<file path="config.mk">
export PLATFORM = sky130hd
export DESIGN_NAME = mem_responder_flat
export DESIGN_NICKNAME = d
export VERILOG_FILES = /design/src/rtl/mem_responder_if.sv /design/src/rtl/mem_responder.sv /design/src/flat_wrapper.sv
export SDC_FILE = /design/constraint.sdc
export NUM_CORES = 1
export LEC_CHECK = 0
export BUFFER_PORTS_ARGS = -buffer_cell sky130_fd_sc_hd__buf_2
export CAP_MARGIN = 20
export CORE_ASPECT_RATIO = 0.5
export CORE_MARGIN = 2
export CORE_UTILIZATION = 55
export CTS_CLUSTER_SIZE = 30
export DETAILED_ROUTE_END_ITERATION = 6
export PLACE_DENSITY = 0.71
export SLEW_MARGIN = 20
export SYNTH_ARGS = -nofsm -noshare
export SYNTH_HDL_FRONTEND = slang
export SYNTH_SLANG_ARGS = --single-unit
export TNS_END_PERCENT = 50
</file>
<file path="constraint.sdc">
create_clock -name clk -period 7 [get_ports clk]
set_clock_uncertainty 0.1 [all_clocks]
set_input_delay 1.4 -clock clk [delete_from_list [all_inputs] [get_ports clk]]
set_output_delay 1.4 -clock clk [all_outputs]
set_load 0.01 [all_outputs]
</file>
<file path="src/rtl/mem_responder_if.sv">
// Four-phase memory handshake between the load/store FSM (master) and the
// memory responder (slave).
interface mem_responder_if #(
    parameter int DATA_W = 16,
    parameter int ADDR_W = 16
);
    logic              MemEN;
    logic              RW;
    logic [ADDR_W-1:0] address;
    logic [DATA_W-1:0] dataIn;
    logic [DATA_W-1:0] dataOut;
    logic              MFC;
    logic              busy;
    logic              addrErr;

    modport master (
        output MemEN, RW, address, dataIn,
        input  dataOut, MFC, busy, addrErr
    );

    modport slave (
        input  MemEN, RW, address, dataIn,
        output dataOut, MFC, busy, addrErr
    );
endinterface

</file>
<file path="src/rtl/mem_responder.sv">
// Memory-side responder: captures a request on MemEN, performs it on a word
// array after LATENCY cycles, then holds MFC until MemEN is released.
module mem_responder #(
    parameter int DATA_W  = 16,
    parameter int ADDR_W  = 16,
    parameter int DEPTH   = 64,
    parameter int LATENCY = 3
) (
    input  logic          clk,
    input  logic          reset,
    mem_responder_if.slave bus
);
    localparam int              IDX_W    = (DEPTH > 1) ? $clog2(DEPTH) : 1;
    localparam logic [ADDR_W:0] DEPTH_L  = (ADDR_W + 1)'(DEPTH);
    localparam logic [3:0]      CNT_INIT = 4'(LATENCY - 1);

    typedef enum logic [1:0] {IDLE, ACCESS, DONE, RELEASE} state_t;

    state_t            state, state_d;
    logic [3:0]        cnt, cnt_d;
    logic [ADDR_W-1:0] addr_q, addr_d;
    logic              rw_q, rw_d;
    logic [DATA_W-1:0] din_q, din_d;
    logic [DATA_W-1:0] dout_q, dout_d;
    logic              mfc_q, mfc_d;
    logic              aerr_q, aerr_d;
    logic              fire;
    logic              in_range;
    logic              we;
    logic [IDX_W-1:0]  idx;

    logic [DATA_W-1:0] mem [DEPTH];

    // Upper address bits only take part in the range check.
    assign in_range = ({1'b0, addr_q} < DEPTH_L);
    assign idx      = addr_q[IDX_W-1:0];
    assign we       = fire & rw_q & in_range;

    always_ff @(posedge clk or negedge reset) begin
        if (!reset) begin
            state  <= IDLE;
            cnt    <= '0;
            addr_q <= '0;
            rw_q   <= 1'b0;
            din_q  <= '0;
            dout_q <= '0;
            mfc_q  <= 1'b0;
            aerr_q <= 1'b0;
        end else begin
            state  <= state_d;
            cnt    <= cnt_d;
            addr_q <= addr_d;
            rw_q   <= rw_d;
            din_q  <= din_d;
            dout_q <= dout_d;
            mfc_q  <= mfc_d;
            aerr_q <= aerr_d;
        end
    end

    always_comb begin
        state_d = state;
        cnt_d   = cnt;
        addr_d  = addr_q;
        rw_d    = rw_q;
        din_d   = din_q;
        dout_d  = dout_q;
        mfc_d   = mfc_q;
        aerr_d  = aerr_q;
        fire    = 1'b0;
        unique case (state)
            IDLE: begin
                if (bus.MemEN) begin
                    addr_d  = bus.address;
                    rw_d    = bus.RW;
                    din_d   = bus.dataIn;
                    cnt_d   = CNT_INIT;
                    state_d = ACCESS;
                end
            end
            ACCESS: begin
                if (cnt == 4'd0) begin
                    fire    = 1'b1;
                    mfc_d   = 1'b1;
                    aerr_d  = ~in_range;
                    state_d = DONE;
                    if (!rw_q) dout_d = in_range ? mem[idx] : '0;
                end else begin
                    cnt_d = cnt - 4'd1;
                end
            end
            DONE: begin
                if (!bus.MemEN) begin
                    mfc_d   = 1'b0;
                    aerr_d  = 1'b0;
                    state_d = RELEASE;
                end
            end
            RELEASE: state_d = IDLE;
            default: state_d = IDLE;
        endcase
    end

    // No reset on the array; a reset mid-access forces state to IDLE, which
    // kills the write enable before the edge that would have committed it.
    always_ff @(posedge clk) begin
        if (we) mem[idx] <= din_q;
    end

    assign bus.dataOut = dout_q;
    assign bus.MFC     = mfc_q;
    assign bus.addrErr = aerr_q;
    assign bus.busy    = (state != IDLE);
endmodule

</file>
<file path="src/flat_wrapper.sv">
// flat-port wrapper written by rule: the top's interface ports become plain ports
module mem_responder_flat 
#(
    parameter int DATA_W  = 16,
    parameter int ADDR_W  = 16,
    parameter int DEPTH   = 64,
    parameter int LATENCY = 3
)
  (clk, reset, bus_MemEN, bus_RW, bus_address, bus_dataIn, bus_dataOut, bus_MFC, bus_busy, bus_addrErr);
  mem_responder_if #(.DATA_W(DATA_W), .ADDR_W(ADDR_W)) bus_i ();
  input  logic clk;
  input  logic reset;
  input wire logic [$bits(bus_i.MemEN)-1:0] bus_MemEN;
  input wire logic [$bits(bus_i.RW)-1:0] bus_RW;
  input wire logic [$bits(bus_i.address)-1:0] bus_address;
  input wire logic [$bits(bus_i.dataIn)-1:0] bus_dataIn;
  output wire logic [$bits(bus_i.dataOut)-1:0] bus_dataOut;
  output wire logic [$bits(bus_i.MFC)-1:0] bus_MFC;
  output wire logic [$bits(bus_i.busy)-1:0] bus_busy;
  output wire logic [$bits(bus_i.addrErr)-1:0] bus_addrErr;
  assign bus_i.MemEN = bus_MemEN;
  assign bus_i.RW = bus_RW;
  assign bus_i.address = bus_address;
  assign bus_i.dataIn = bus_dataIn;
  assign bus_dataOut = bus_i.dataOut;
  assign bus_MFC = bus_i.MFC;
  assign bus_busy = bus_i.busy;
  assign bus_addrErr = bus_i.addrErr;
  mem_responder #(.DATA_W(DATA_W), .ADDR_W(ADDR_W), .DEPTH(DEPTH), .LATENCY(LATENCY)) u_core (.clk(clk), .reset(reset), .bus(bus_i));
endmodule
</file>
==> flow_summary.yaml, run 1 <==
floorplan:
  die_area_um2: 78100
  fp.dieW_um: 393
  rows: 71
  initial_core_util_pct: 55.5
  pin_count: 55
  die_h_um: 199
  coreArea_um2: 75100
hold_path:
  holdPathStages: 1
  min_to: "u_core.addr_q[10]"
  worstHoldStart: "u_core.addr_q[10]"
  hold_class: "flip-flop to flip-flop"
setup_path:
  critPathMaxFanout: 127
  ff2ff_path_depth: 7
  cp_slowest_cell: "or2_2"
  slowest_delay_ns: 0.91
  end_kind: "flip-flop"
  r2r-start: "u_core.addr_q[1]"
  worstSetupPathType: "flip-flop to flip-flop"
  rrSetupSlack_ns: 2.38
  crit_arrival_ns: 5.05
  required_ns: 7.43
  cp_cell_sequence: "buf_12 -> or2_2 -> o22ai_1 -> o31ai_1 -> o2111ai_1 -> nor4b_1 -> o21ai_1"
  start_kind: "flip-flop"
  crit_family: "compound AO/OA/AOI/OAI gates"
  reg2reg_to: "u_core.bus.dataOut[3]"
  worst-path-buf-inv: 1
finish:
  utilization_pct: 61.7
  drive_above_1_share_pct: 19.6
  nets: 2369
  fin_area_um2: 46300
  area_delta_synth_final_pct: 11.2
timing:
  setup-tns-final_ns: 0
  period_minus_slack_ns: 4.62
  worst_pin_slew_ns: 1.13
  finalHoldViolCount: 0
  slew_headroom_pct: 24.9
  setup_viol: 0
  fin_crit_sh_pct: 66.0
  fmax_mhz: 216
  drv_slew: 0
  grt_setup_unrepaired: "false"
grt:
  grtUsageTotal_pct: 27.2
  antenna_found_initial: 0
  grt_pass1_wl_mm: 151
  grt_max_degree: 128
  globalRouteOverflowTotal: 0
  grt_pass1_vias: 21600
synth:
  synth_ff_type: "edfxtp_1"
  synth_xor_area_share_pct: 0
  synthTopCellsByArea: "edfxtp_1 (74%), mux4_2 (5.3%), mux2i_1 (3.8%)"
  synth_adder_area_share_pct: 0.180
  yosysWarnings: 0
  postSynthCellCount: 2223
  synth_enable_flop_cells: 1024
  synth.distinct_cells: 62
  mappedNetlistArea_um2: 41700
  ys_seq_elements: 1081
  async_reset_ff_share_pct: 5.27
  synth_top_area_share_pct: 73.8
  synth_top_family_by_area: "multiplexers"
  yosysTopAreaCell: "edfxtp_1"
  yosys.area_share.simple_pct: 2.90
  synth-compound-area-share_pct: 7.74
  seq_area_frac_synth_pct: 77.2
  syn-mean-instance-area_um2: 18.7
  syn_nets: 2265
  synth_mux_area_share_pct: 10.1
routing:
  drtIter0Drc: 3643
  drtAntennaViolNets: 0
  wl_mm: 105
  viasPerCell: 6.61
  wl_per_cell_um: 30.8
  vias: 22600
  first_pass_iters: 5
  drc: 0
power_and_ir_drop:
  p_per_area_nw_per_um2: 416
  seqPwrFrac_pct: 44.6
  leakage_uw: 0.0152
  switching_power_uw: 6520
  clockPowerShare_pct: 26.5
  combPwrFrac_pct: 28.9
  ir_drop_uv: 305
  switching_share_pct: 33.9
  power.internal_uw: 12700
job:
  drv_cap: 0
cts:
  cts_made_buffers: 91
  cts_setup_buffers: 0
  clock_path_buffers: 3
  htreeDepth: 3
  path_clk_slew_ns: 0.08
  cts_hold_buf: 0
  cts_tree: "done"
  clock_latency_ns: 0.66
  cts_sinks: 1081
  root_buffer: "clkbuf_16"
  cts_resized: 0
placed_design:
  dpl-instance-area_um2: 43400
  hpwl_mm: 62.5
  numPortBuffers: 54
  place.gp.congestion: 0.979
outcome:
  status: "complete, no violations"
layout make-up:
cell class	count	area [um^2]
antenna	1	2.50
clock buffer	113	2430
clock inverter	53	532
fill	5121	28700
inverter	32	120
multi-input combinational	969	8740
sequential	1081	32200
tap	1022	1280
timing repair buffer	152	1030
logic make-up (layout without fill, tap and decap cells):
family          count (synthesis)  count (layout)
other cells                     0               1
mux                           292             292
compound gates                427             427
simple gates                  244             244
fa+ha+maj                       6               6
buf+inv                       173             350
flops                        1081            1081
Yosys cell counts (25+ instances only):
| master | n |
|---|---|
| mux4_2 | 98 |
| mux2i_1 | 160 |
| buf_2 | 63 |
| nand2_1 | 74 |
| o21ai_0 | 25 |
| a221o_1 | 39 |
| dfrtp_1 | 57 |
| inv_1 | 31 |
| o22ai_1 | 89 |
| mux2_2 | 34 |
| edfxtp_1 | 1024 |
| clkbuf_1 | 59 |
| a22oi_1 | 87 |
| a221oi_1 | 38 |
| a22o_1 | 45 |
| nor2_1 | 91 |
| o32ai_1 | 26 |
per-stage QoR:
step / total power (uW) / cells / hold slack (ns) / setup WS (ns)
6_report: 19300 / 3423 / 0.403 / 2.38
3_3_place_gp: 14100 / 3256 / 0.381 / 2.75
4_1_cts: 19200 / 3422 / 0.408 / 2.71
5_1_grt: 19800 / 3422 / 0.419 / 2.36
3_5_place_dp: 14200 / 3256 / 0.390 / 2.73
2_1_floorplan: 12000 / 2223 / 0.370 / 4.08
worst reg2reg max path, stage by stage (launching register included):
cell       delay (ns)
dfrtp_4          0.78
buf_12           0.57
or2_2            1.10
o22ai_1          0.34
o31ai_1          0.61
o2111ai_1        0.45
nor4b_1          0.45
o21ai_1          0.09
metal layers:
metal	share of wire, %	vias up	global-route usage, %
met2	44	1403	39.5
met4	2.4	0	6.80
met1	41	11700	41.0
met5	0	-	0
li1	-	9349	-
met3	13	154	7.72
cells in the final DEF (no fill, tap or decap), types with 13 or more instances in the layout:
master        n
buf_2        54
mux4_2       98
o2111ai_1    13
edfxtp_1   1024
buf_4        96
mux2_2       34
a21oi_1      20
a22oi_1      87
nand2_1      72
dfrtp_2      16
a221o_1      39
o22ai_1      89
a221oi_1     38
clkbuf_1     18
o32ai_1      26
dfrtp_1      38
inv_1        31
clkinv_2     16
nor2_1       88
o21ai_0      25
a22o_1       45
clkinv_1     17
nor4b_1      14
o31ai_1      14
clkbuf_16    94
mux2i_1     160
o21ai_1      13
flip-flops by register name, summed over array words and instances (netlist names):
signal              flops
u_core.din_q           16
u_core.bus.addrErr      1
u_core.mem           1024
u_core.rw_q             1
u_core.bus.dataOut     16
u_core.state            2
u_core.cnt              4
u_core.addr_q          16
u_core.bus.MFC          1
worst max path at each step:
stage / cells after the start / startpoint / to
floorplan: 6 / u_core.addr_q[10] / u_core.mem[60][0]
global placement: 7 / u_core.addr_q[1] / u_core.bus.dataOut[6]
detailed placement: 7 / u_core.addr_q[1] / u_core.bus.dataOut[6]
CTS: 7 / u_core.addr_q[1] / u_core.bus.dataOut[3]
global route: 7 / u_core.addr_q[1] / u_core.bus.dataOut[3]
finish: 7 / u_core.addr_q[1] / u_core.bus.dataOut[3]
power by group through the flow:
stage	clock network (uW)	logic, uW	registers [uW]
2_1_floorplan	0	3220	8780
3_3_place_gp	0	5360	8710
3_5_place_dp	0	5430	8730
4_1_cts	5150	5440	8590
5_1_grt	5400	5810	8620
6_report	5110	5560	8590
Note: power is estimated with default switching activity, not from simulation.
==> run 2: changes to the inputs <==
==> constraint.sdc (replaced) <==
create_clock -name clk -period 4.8 [get_ports clk]
set_clock_uncertainty 0.1 [all_clocks]
set_input_delay 0.96 -clock clk [delete_from_list [all_inputs] [get_ports clk]]
set_output_delay 0.96 -clock clk [all_outputs]
set_load 0.01 [all_outputs]
==> flow_summary.yaml, run 2 (synthesis gave the netlist of run 1 again) <==
floorplan:
  pin_count: 55
  die_h_um: 199
  die_area_um2: 78100
  fp.dieW_um: 393
  initial_core_util_pct: 55.5
  rows: 71
  coreArea_um2: 75100
routing:
  viasPerCell: 6.56
  vias: 22500
  drtIter0Drc: 3720
  drc: 0
  first_pass_iters: 5
  drtAntennaViolNets: 0
  wl_mm: 104
  wl_per_cell_um: 30.2
finish:
  max_flop_register: "u_core.mem"
  area_delta_synth_final_pct: 11.4
  antenna_cells: 0
  drive_above_1_share_pct: 19.8
  nets: 2383
  final_common_cell: "edfxtp_1"
  layout_common_cells: "edfxtp_1 (1024), mux2i_1 (160), buf_4 (105)"
  layout.cells.non_filler: 3436
  fin_area_um2: 46400
  largest_reg_flops: 1024
timing:
  fin_crit_sh_pct: 80.9
  layout_setup_ws_ns: 0.917
  drv_slew: 0
  period_minus_slack_ns: 3.88
  setup-tns-final_ns: 0
  fmax_mhz: 258
  setup_viol: 0
  timing.hold.ws_ns: 0.193
  worst_pin_slew_ns: 1.10
  slew_headroom_pct: 26.9
  finalHoldViolCount: 0
  grt_setup_unrepaired: "false"
cts:
  cts_tree: "done"
  cts_sinks: 1081
  cts_resized: 0
  path_clk_slew_ns: 0.07
  clock_path_buffers: 3
  htreeDepth: 3
  cts_hold_buf: 0
  root_buffer: "clkbuf_16"
  cts_made_buffers: 91
  cts_setup_buffers: 0
  clock_latency_ns: 0.66
placed_design:
  hpwl_mm: 62.1
  place.gp.congestion: 0.949
  dp_cells: 3270
  dpl-instance-area_um2: 43500
  numPortBuffers: 54
  pre_cts_slack_ns: 1.07
power_and_ir_drop:
  switching_power_uw: 9350
  leakage_uw: 0.0153
  switching_share_pct: 33.5
  seqPwrFrac_pct: 45.9
  p_per_area_nw_per_um2: 601
  combPwrFrac_pct: 27.8
  ir_drop_uv: 347
  power.internal_uw: 18600
  clockPowerShare_pct: 26.3
setup_path:
  start_kind: "flip-flop"
  worstSetupPathType: "flip-flop to flip-flop"
  critPathMaxFanout: 39
  end_kind: "flip-flop"
  crit_arrival_ns: 4.30
  required_ns: 5.22
grt:
  grt_pass1_wl_mm: 148
  antenna_found_initial: 5
  grt_pass1_vias: 21300
  grt_max_degree: 70
  globalRouteOverflowTotal: 0
  grtUsageTotal_pct: 26.7
outcome:
  status: "complete, no violations"
job:
  drv_cap: 0
hold_path:
  hold_class: "input pin to async pin"
-- run 2: cell types whose count changed in the layout (fill, tap and decap cells not counted), sizes merged --
cell / before / now
buf: 152 / 166
clkbuf: 113 / 120
clkinv: 36 / 32
clkinvlp: 6 / 3
bufinv: 10 / 8
inv: 33 / 35
diode: 1 / 0
-- run 2: critical path, stage by stage (launching register included) --
cell,delay [ns]
dfrtp_4,0.94
or2_2,0.82
o22ai_1,0.24
o31ai_1,0.80
o2111ai_1,0.39
nor4b_1,0.33
o21ai_1,0.09
-- run 2: power by group through the flow --
stage               Sequential [uW]  Combinational [uW]  Clock [uW]
CTS                           12800                7620        7420
detailed placement            13000                7580           0
finish                        12800                7760        7350
global route                  12900                8140        7780
floorplan                     12800                4690           0
global placement              13000                7460           0
-- run 2: layout make-up --
cell class | instances | area (um^2)
fillers | 5125 | 28600
repair buffers | 166 | 1200
inverters | 32 | 120
flip-flops and latches | 1081 | 32200
multi-input cells | 969 | 8730
clock buffers | 120 | 2460
well taps | 1022 | 1280
clock inverters | 46 | 439
-- run 2: metrics by stage --
| stage | total power (uW) | util, % |
|---|---|---|
| 2_1_floorplan | 17500 | - |
| 3_3_place_gp | 20400 | 58.0 |
| 3_5_place_dp | 20600 | 58.0 |
| 4_1_cts | 27800 | 61.9 |
| 5_1_grt | 28800 | 61.9 |
| 6_report | 27900 | 61.9 |
-- run 2: metal layers --
| layer | global-route usage [%] | vias to the layer above | wire length (um) |
|---|---|---|---|
| li1 | - | 9405 | - |
| met1 | 40.2 | 11600 | 42300 |
| met2 | 37.3 | 1414 | 44500 |
| met3 | 10.3 | 154 | 14900 |
| met4 | 5.58 | 8 | 2040 |
| met5 | 0 | - | 49 |
-- run 2: final timing paths --
kind | startpoint | endpoint | slack [ns] | depth (start not counted)
setup / recovery | u_core.addr_q[0] | u_core.bus.dataOut[8] | 0.92 | 6
hold / removal | reset | u_core.din_q[1] | 0.19 | 1
setup reg to reg | u_core.addr_q[0] | u_core.bus.dataOut[8] | 0.92 | 6
hold reg to reg | u_core.addr_q[15] | u_core.addr_q[15] | 0.40 | 1
max in group asynchronous | reset | u_core.addr_q[2] | 3.35 | 2
min in group clk | u_core.addr_q[15] | u_core.addr_q[15] | 0.40 | 1
